==> src/rtl/ws2812_status_seq.sv <==
// Status-LED colour sequencer for the on-board WS2812 driver.
// It turns the system status inputs into one 24-bit colour word, picking
// the most important status first. The word changes only on a pattern tick.
module ws2812_status_seq #(
   parameter int          CLK_FRE        = 32_000_000,
   parameter int          TICK_HZ        = 50,
   parameter int          BLINK_TICKS    = 10,
   parameter int          ACT_HOLD_TICKS = 5,
   parameter logic [7:0]  BRIGHT         = 8'd32,
   parameter logic [7:0]  FADE_STEP      = 8'd4
) (
   input  logic        clk,
   input  logic        resetn,
   input  logic        ready,
   input  logic        fdd_act,
   input  logic        sd_busy,
   input  logic        error,
   output logic [23:0] color
);

   localparam int DIV    = CLK_FRE / TICK_HZ;
   localparam int DIV_W  = (DIV > 1) ? $clog2(DIV) : 1;
   localparam int HOLD_W = $clog2(ACT_HOLD_TICKS + 1);
   localparam int BLK_W  = (BLINK_TICKS > 1) ? $clog2(BLINK_TICKS) : 1;

   localparam logic [DIV_W-1:0]  DIV_LAST   = DIV_W'(DIV - 1);
   localparam logic [HOLD_W-1:0] HOLD_LOAD  = HOLD_W'(ACT_HOLD_TICKS);
   localparam logic [BLK_W-1:0]  BLINK_LAST = BLK_W'(BLINK_TICKS - 1);

   typedef enum logic [2:0] {
      ST_BOOT,
      ST_IDLE,
      ST_ACT,
      ST_SD,
      ST_ERROR
   } state_e;

   // Synchroniser bit order: {error, sd_busy, fdd_act, ready}
   logic [3:0] meta_q, sync_q;
   logic       ready_s, act_s, sd_s, err_s;

   state_e            state_q, state_d;
   logic [DIV_W-1:0]  div_q, div_d;
   logic [HOLD_W-1:0] hold_q, hold_d;
   logic [BLK_W-1:0]  blink_cnt_q, blink_cnt_d;
   logic              blink_on_q, blink_on_d;
   logic [7:0]        level_q, level_d;
   logic              dir_up_q, dir_up_d;
   logic              fresh_q, fresh_d;
   logic [23:0]       color_q, color_d;

   logic              tick;
   logic [8:0]        fade_sum;

   // The first bit out on the wire is color[0], so the {G,R,B} word is bit-reversed.
   function automatic logic [23:0] pack_grb(input logic [7:0] g, input logic [7:0] r,
                                            input logic [7:0] b);
      logic [23:0] grb;
      logic [23:0] rev;
      grb = {g, r, b};
      for (int i = 0; i < 24; i++) begin
         rev[i] = grb[23-i];
      end
      return rev;
   endfunction

   // Two-flop synchronisers; fdd_act in particular may come from another clock domain.
   always_ff @(posedge clk or negedge resetn) begin
      if (!resetn) begin
         meta_q <= '0;
         sync_q <= '0;
      end else begin
         // NOTE: non-blocking assignments make both stages sample at the same edge,
         // so this really is a two-flop chain and not a single wire.
         meta_q <= {error, sd_busy, fdd_act, ready};
         sync_q <= meta_q;
      end
   end

   assign {err_s, sd_s, act_s, ready_s} = sync_q;
   assign tick     = (div_q == DIV_LAST);
   assign fade_sum = {1'b0, level_q} + {1'b0, FADE_STEP};
   assign color    = color_q;

   // State register for the pattern engine.
   always_ff @(posedge clk or negedge resetn) begin
      if (!resetn) begin
         state_q     <= ST_BOOT;
         div_q       <= '0;
         hold_q      <= '0;
         blink_cnt_q <= '0;
         blink_on_q  <= 1'b1;
         level_q     <= '0;
         dir_up_q    <= 1'b1;
         fresh_q     <= 1'b1;
         color_q     <= '0;
      end else begin
         state_q     <= state_d;
         div_q       <= div_d;
         hold_q      <= hold_d;
         blink_cnt_q <= blink_cnt_d;
         blink_on_q  <= blink_on_d;
         level_q     <= level_d;
         dir_up_q    <= dir_up_d;
         fresh_q     <= fresh_d;
         color_q     <= color_d;
      end
   end

   // Next-state logic: tick divider, activity stretch, priority select, blink, fade, colour.
   always_comb begin
      // NOTE: every output of this block gets a default first. A path that leaves
      // one unassigned would infer a latch.
      state_d     = state_q;
      div_d       = div_q + DIV_W'(1);
      hold_d      = hold_q;
      blink_cnt_d = blink_cnt_q;
      blink_on_d  = blink_on_q;
      level_d     = level_q;
      dir_up_d    = dir_up_q;
      fresh_d     = fresh_q;
      color_d     = color_q;

      if (tick) begin
         div_d = '0;
      end

      // A load wins over a tick decrement in the same cycle.
      if (act_s) begin
         hold_d = HOLD_LOAD;
      end else if (tick && (hold_q != '0)) begin
         hold_d = hold_q - HOLD_W'(1);
      end

      if (tick) begin
         fresh_d = 1'b0;

         if (err_s) begin
            state_d = ST_ERROR;
         end else if (sd_s) begin
            state_d = ST_SD;
         end else if (hold_q != '0) begin
            state_d = ST_ACT;
         end else if (!ready_s) begin
            state_d = ST_BOOT;
         end else begin
            state_d = ST_IDLE;
         end

         // Blink phase: restart on entry, then toggle every BLINK_TICKS ticks.
         if (state_d == ST_ERROR) begin
            if (state_q != ST_ERROR) begin
               blink_on_d  = 1'b1;
               blink_cnt_d = '0;
            end else if (blink_cnt_q == BLINK_LAST) begin
               blink_on_d  = ~blink_on_q;
               blink_cnt_d = '0;
            end else begin
               blink_cnt_d = blink_cnt_q + BLK_W'(1);
            end
         end

         // Breathing: the entry tick (including the first tick after reset) shows level 0.
         if (state_d == ST_BOOT) begin
            if ((state_q != ST_BOOT) || fresh_q) begin
               level_d  = '0;
               dir_up_d = 1'b1;
            end else if (dir_up_q) begin
               if (fade_sum >= {1'b0, BRIGHT}) begin
                  level_d  = BRIGHT;
                  dir_up_d = 1'b0;
               end else begin
                  level_d = fade_sum[7:0];
               end
            end else if (level_q <= FADE_STEP) begin
               level_d  = '0;
               dir_up_d = 1'b1;
            end else begin
               level_d = level_q - FADE_STEP;
            end
         end

         unique case (state_d)
            ST_IDLE:  color_d = pack_grb(BRIGHT >> 2, 8'd0, 8'd0);
            ST_ACT:   color_d = pack_grb(BRIGHT, BRIGHT, 8'd0);
            ST_SD:    color_d = pack_grb(8'd0, 8'd0, BRIGHT);
            ST_ERROR: color_d = blink_on_d ? pack_grb(8'd0, BRIGHT, 8'd0) : 24'd0;
            ST_BOOT:  color_d = pack_grb(8'd0, 8'd0, level_d);
            default:  color_d = 24'd0;
         endcase
      end
   end

endmodule

==> config.mk <==
export PLATFORM = sky130hd
export DESIGN_NAME = ws2812_status_seq
export DESIGN_NICKNAME = d
export VERILOG_FILES = /design/src/rtl/ws2812_status_seq.sv
export SDC_FILE = /design/constraint.sdc
export NUM_CORES = 1
export LEC_CHECK = 0
export BUFFER_PORTS_ARGS = -buffer_cell sky130_fd_sc_hd__buf_2
export CORE_UTILIZATION = 30
export DETAILED_ROUTE_END_ITERATION = 10
export PLACE_DENSITY = 0.44
export SLEW_MARGIN = 5
export SYNTH_ARGS = -nofsm -noshare
export SYNTH_HDL_FRONTEND = slang
export SYNTH_SLANG_ARGS = --single-unit
==> constraint.sdc <==
create_clock -name clk -period 2.9 [get_ports clk]
set_input_delay 0.435 -clock clk [delete_from_list [all_inputs] [get_ports clk]]
set_output_delay 0.435 -clock clk [all_outputs]
set_load 0.005 [all_outputs]
Yosys cells after proc, flatten, opt, wreduce, memory -nomap -nowiden --
Cells that the tools add are included.
Word-level totals: output and inout bits 24, bits in registers 73
Cells by class: bitwise gates (word level) 1, reductions and logical operators 8, eq/ne operators 7, $lt $le $gt $ge 2, $add $sub $neg 5, mux-type cells 25
Operators with widths (number):
- $pmux 24 s5 | 1
- $mux 8 | 5
- $add 20x1->20 const B | 1
- $eq 20x20->1 const B | 1
- $mux 20 | 1
- $mux 3 | 4
- $mux 11 | 1
- $add 8x3->9 const B | 1
- $ge 9x6->1 const B | 1
- $mux 1 | 9
- $le 8x3->1 const B | 1
- $mux 4 | 2
- $sub 8x3->8 const B | 1
- $eq 3x2->1 const B | 2
- $reduce_bool 3->1 | 2
- $add 4x1->4 const B | 1
- $eq 4x4->1 const B | 1
- $mux 2 | 2
- $reduce_and 2->1 | 2
- $eq 3x1->1 const B | 1
- $eq 3x3->1 const B | 1
- $logic_not 3->1 | 1
- $ne 3x3->1 const B | 1
- $sub 3x1->3 const B | 1
- 4 further kinds | 4

Logic depth before layout (Yosys ltp) --
depth in word-level cells 10, gate-level depth with buffers 8

Worst setup path before layout --
Ideal clock, no wire load.
path kind reg-to-reg, start point register div_q[12], end point register blink_cnt_q[3], data required time 2.834 ns, cell stages (with the launch flop) 6, clock period less this slack 2.048 ns, buffers on the path 0, setup slack 0.852 ns, arrival time 1.982 ns, cell sequence dfrtp_1 or4b_4 nor4_4 nand3_4 or4_1 nand2_1
On the way: word-level cells in the longest chain between the ends 2
Ends and longest elaborated chain:
- start, declared | line 43 | logic [DIV_W-1:0] div_q, div_d;
- start signal, assigned | line 99 | div_q <= div_d;
- $eq 20x20->1 | line 81 | assign tick = (div_q == DIV_LAST);
- $reduce_and 2->1 (no line)
- end signal, assigned | line 101 | blink_cnt_q <= blink_cnt_d;
- end, declared | line 45 | logic [BLK_W-1:0] blink_cnt_q, blink_cnt_d;
No other way between the ends. A chain may end at the register's enable or synchronous reset.

Worst setup path in the final report --
start point register div_q[12], end point register level_q[2]
On the way: word-level cells in the longest chain between the ends 1
Ends and longest elaborated chain:
- $eq 20x20->1 | line 81
- end signal, assigned | line 103 | level_q <= level_d;
- end, declared | line 47 | logic [7:0] level_q, level_d;
No other way between the ends.

==> results by group <==
Placed design
  • Port bufs: 16
  • Dpl cells: 430
  • Placed cell area: 0.00312 mm2
  • Hpwl dp: 4.31 mm
  • RD Place Congestion: 0.743

Worst setup path
  • WP data required: 3.14 ns
  • CP arrival: 2.57 ns
  • Critical path capture point type: flip-flop
  • Crit-path max FO: 9
  • Critical path type: reg2reg
  • Startpoint types: flip-flop

Logic synthesis
  • Simple-gate area share of the yosys netlist: 0.217
  • FF+latch count, synth: 60
  • EDFF count, synth: 0
  • Post-synth top area share: 0.487
  • Cell variety after synth: 52
  • Post-synthesis adder-cell area fraction: 0.0342
  • Syn avg cell area: 10.2 um2
  • Cell taking the most area after synthesis: dfrtp_1
  • Cell Area, Synth: 0.00293 mm2
  • Synth Area in XOR/XNOR: 0.0628
  • Post-synthesis mux area share: 0.00683
  • Cells after Synth: 288
  • Register area share after synthesis: 0.514
  • Yosys warns: 0
  • Async SR Flop Fraction: 1.00
  • Largest family of logic cells by synthesized area: simple AND/OR/NAND/NOR gates
  • Post-synth top flop: dfrtp_1
  • Post-synthesis compound-gate area fraction: 0.106
  • Top cells by area, synth: dfrtp_1 49%, nand2_1 4.1%, buf_4 3.6%

Pwr
  • Leak: 0.00158 uW
  • Pwr dens: 497 mW/mm2
  • Worst vdd ir: 0.000232 V

Cells and area
  • Post-layout instance area: 0.00333 mm2
  • Antenna diode count: 0
  • Area grow syn2layout: 13.6%
  • Fraction of final layout cells sized beyond drive strength 1: 0.146
  • Final Non-Filler Cells: 445
  • Nets: 326
  • Most common cell after layout, fill and taps aside: dfrtp_1
  • Most frequent cells in the layout: 57 x dfrtp_1, 32 x nand2_1, 23 x nor2_1

Global routing
  • Initial antenna violation count: 0
  • GRT Residual Overflow: 0
  • Vias in the first global route: 2026
  • Total GRT Usage: 0.135
  • Global-route wire length before repair: 10.3 mm
  • Largest net degree at the start of global routing: 28

Floorplan
  • Die height: 101 um
  • IO Pins: 30
  • Die W: 101 um
  • Initial Util: 0.314
  • Die area: 0.0102 mm2
  • Rows: 35
  • Core box area: 0.00933 mm2

Timing
  • Period utilization: 0.801
  • Skew final: 0.00638 ns
  • Min Tclk post-route: 2.32 ns
  • RSZ-0062 raised after global routing: false
  • Hold Vio Cnt, Final: 0
  • Final Slew Violations: 0
  • Relative slew slack: 0.522
  • TNS Setup: 0 ns
  • Fmax: 0.430 GHz
  • Worst Max-Slew Pin Slew: 0.711 ns
  • Final Setup Violations: 0

Clocking
  • H-tree lvl count: 3
  • Clk root buf: clkbuf_8
  • Skew-Pair Late Insertion Delay: 0.33 ns
  • Clock sinks: 60
  • Clock Pin Slew Worst Setup and Hold Paths: 0.07 ns
  • CTS resizes: 0
  • CTS Buffer Depth: 2
  • CTS tree: built
  • Post-CTS Hold Buffers: 0
  • # Post-CTS Setup Buffers: 0
  • Num CTS Buffers: 9

Drt
  • Post-Route WL: 6.01 mm
  • Vias per inst: 4.60
  • ANT nets after route: 0
  • DR WL/cell: 13.5 um
  • # DRC: 0
  • DRT Pass-1 Iters: 4
  • Initial DRC count: 51
  • DR vias: 2045

Hold path
  • Hold Crit Class: in2async

Status
  • Status: complete, no violations

Flow run
  • Max Cap Viol: 0
-- power by group --
group | total, uW | switching [uW] | leakage (uW) | internal (uW)
Combinational | 28.0 | 22.8 | 0.000692 | 5.21
Sequential | 848 | 5.56 | 0.000784 | 843
Clock | 778 | 314 | 0.000103 | 464
-- worst paths after layout --
kind	start	end	slack, ns	cells after the start
worst max register to register	div_q[12]$_DFF_PN0_	level_q[2]$_DFFE_PN0N_	0.58	5
min in group clk	fdd_act	meta_q[1]$_DFF_PN0_	0.21	1
worst min register to register	meta_q[3]$_DFF_PN0_	sync_q[3]$_DFF_PN0_	0.36	0
max in group asynchronous	resetn	level_q[0]$_DFFE_PN0N_	2.02	2
worst min-delay path	resetn	div_q[17]$_DFF_PN0_	0.14	1
worst max-delay path	div_q[12]$_DFF_PN0_	level_q[2]$_DFFE_PN0N_	0.58	5
-- flip-flops by register name, summed over array words and instances, names as in the netlist --
| signal | cells |
|---|---|
| blink_cnt_q | 4 |
| blink_on_q | 1 |
| color | 11 |
| dir_up_q | 1 |
| div_q | 20 |
| fresh_q | 1 |
| hold_q | 3 |
| level_q | 8 |
| meta_q | 4 |
| state_q | 3 |
| sync_q | 4 |
-- metrics by stage --
step | setup slack [ns] | hold slack, ns | total power (uW) | utilization
6_report | 0.576 | 0.136 | 1650 | 0.357
5_1_grt | 0.351 | 0.177 | 1730 | 0.357
4_1_cts | 0.551 | 0.143 | 1690 | 0.357
3_5_place_dp | 0.586 | 0.358 | 894 | 0.335
3_3_place_gp | 0.598 | 0.352 | 894 | 0.335
2_1_floorplan | 0.852 | 0.139 | 881 | -
-- kinds of logic after synthesis --
| logic type | Yosys count |
|---|---|
| flip-flops | 60 |
| AO/OA/AOI/OAI | 49 |
| AND/OR/NAND/NOR | 116 |
| multiplexers | 2 |
| XOR/XNOR | 21 |
| other | 1 |
| adder cells (fa/ha/maj) | 8 |
| buffers and inverters | 31 |
-- worst max-delay path, cell delays in order (launching register included) --
cell and delay, ns:
dfrtp_1 0.43, or4b_4 0.58, nor4_4 0.37, nand4_2 0.35, or2_0 0.33, o21ai_0 0.18
-- synth_stat cells, types with 5 or more instances --
library cell,n
buf_4,14
and2_1,7
a21oi_1,8
xor2_1,12
nor2_1,23
dfrtp_1,57
nor3_1,9
clkbuf_1,5
nand3_1,10
inv_1,11
nand2_1,32
nor4_1,6
xnor2_1,9
ha_1,8
o21ai_0,16
a21o_1,7
-- routing by layer --
metal	up-vias	GRT usage	share of wire
met5	-	0	0
met4	0	0.0535	0.016
met3	7	0.0354	0.040
met2	44	0.207	0.44
met1	968	0.181	0.50
li1	1026	-	-
-- final cells by class --
type / count / area (um2)
well taps: 129 / 161
clock inverters: 1 / 30.0
fillers: 966 / 6000
repair buffers: 21 / 118
flip-flops and latches: 60 / 1510
inverters: 11 / 41.3
multi-input cells: 209 / 1300
clock buffers: 14 / 173
No activity file was read; power rests on OpenSTA's default activity.
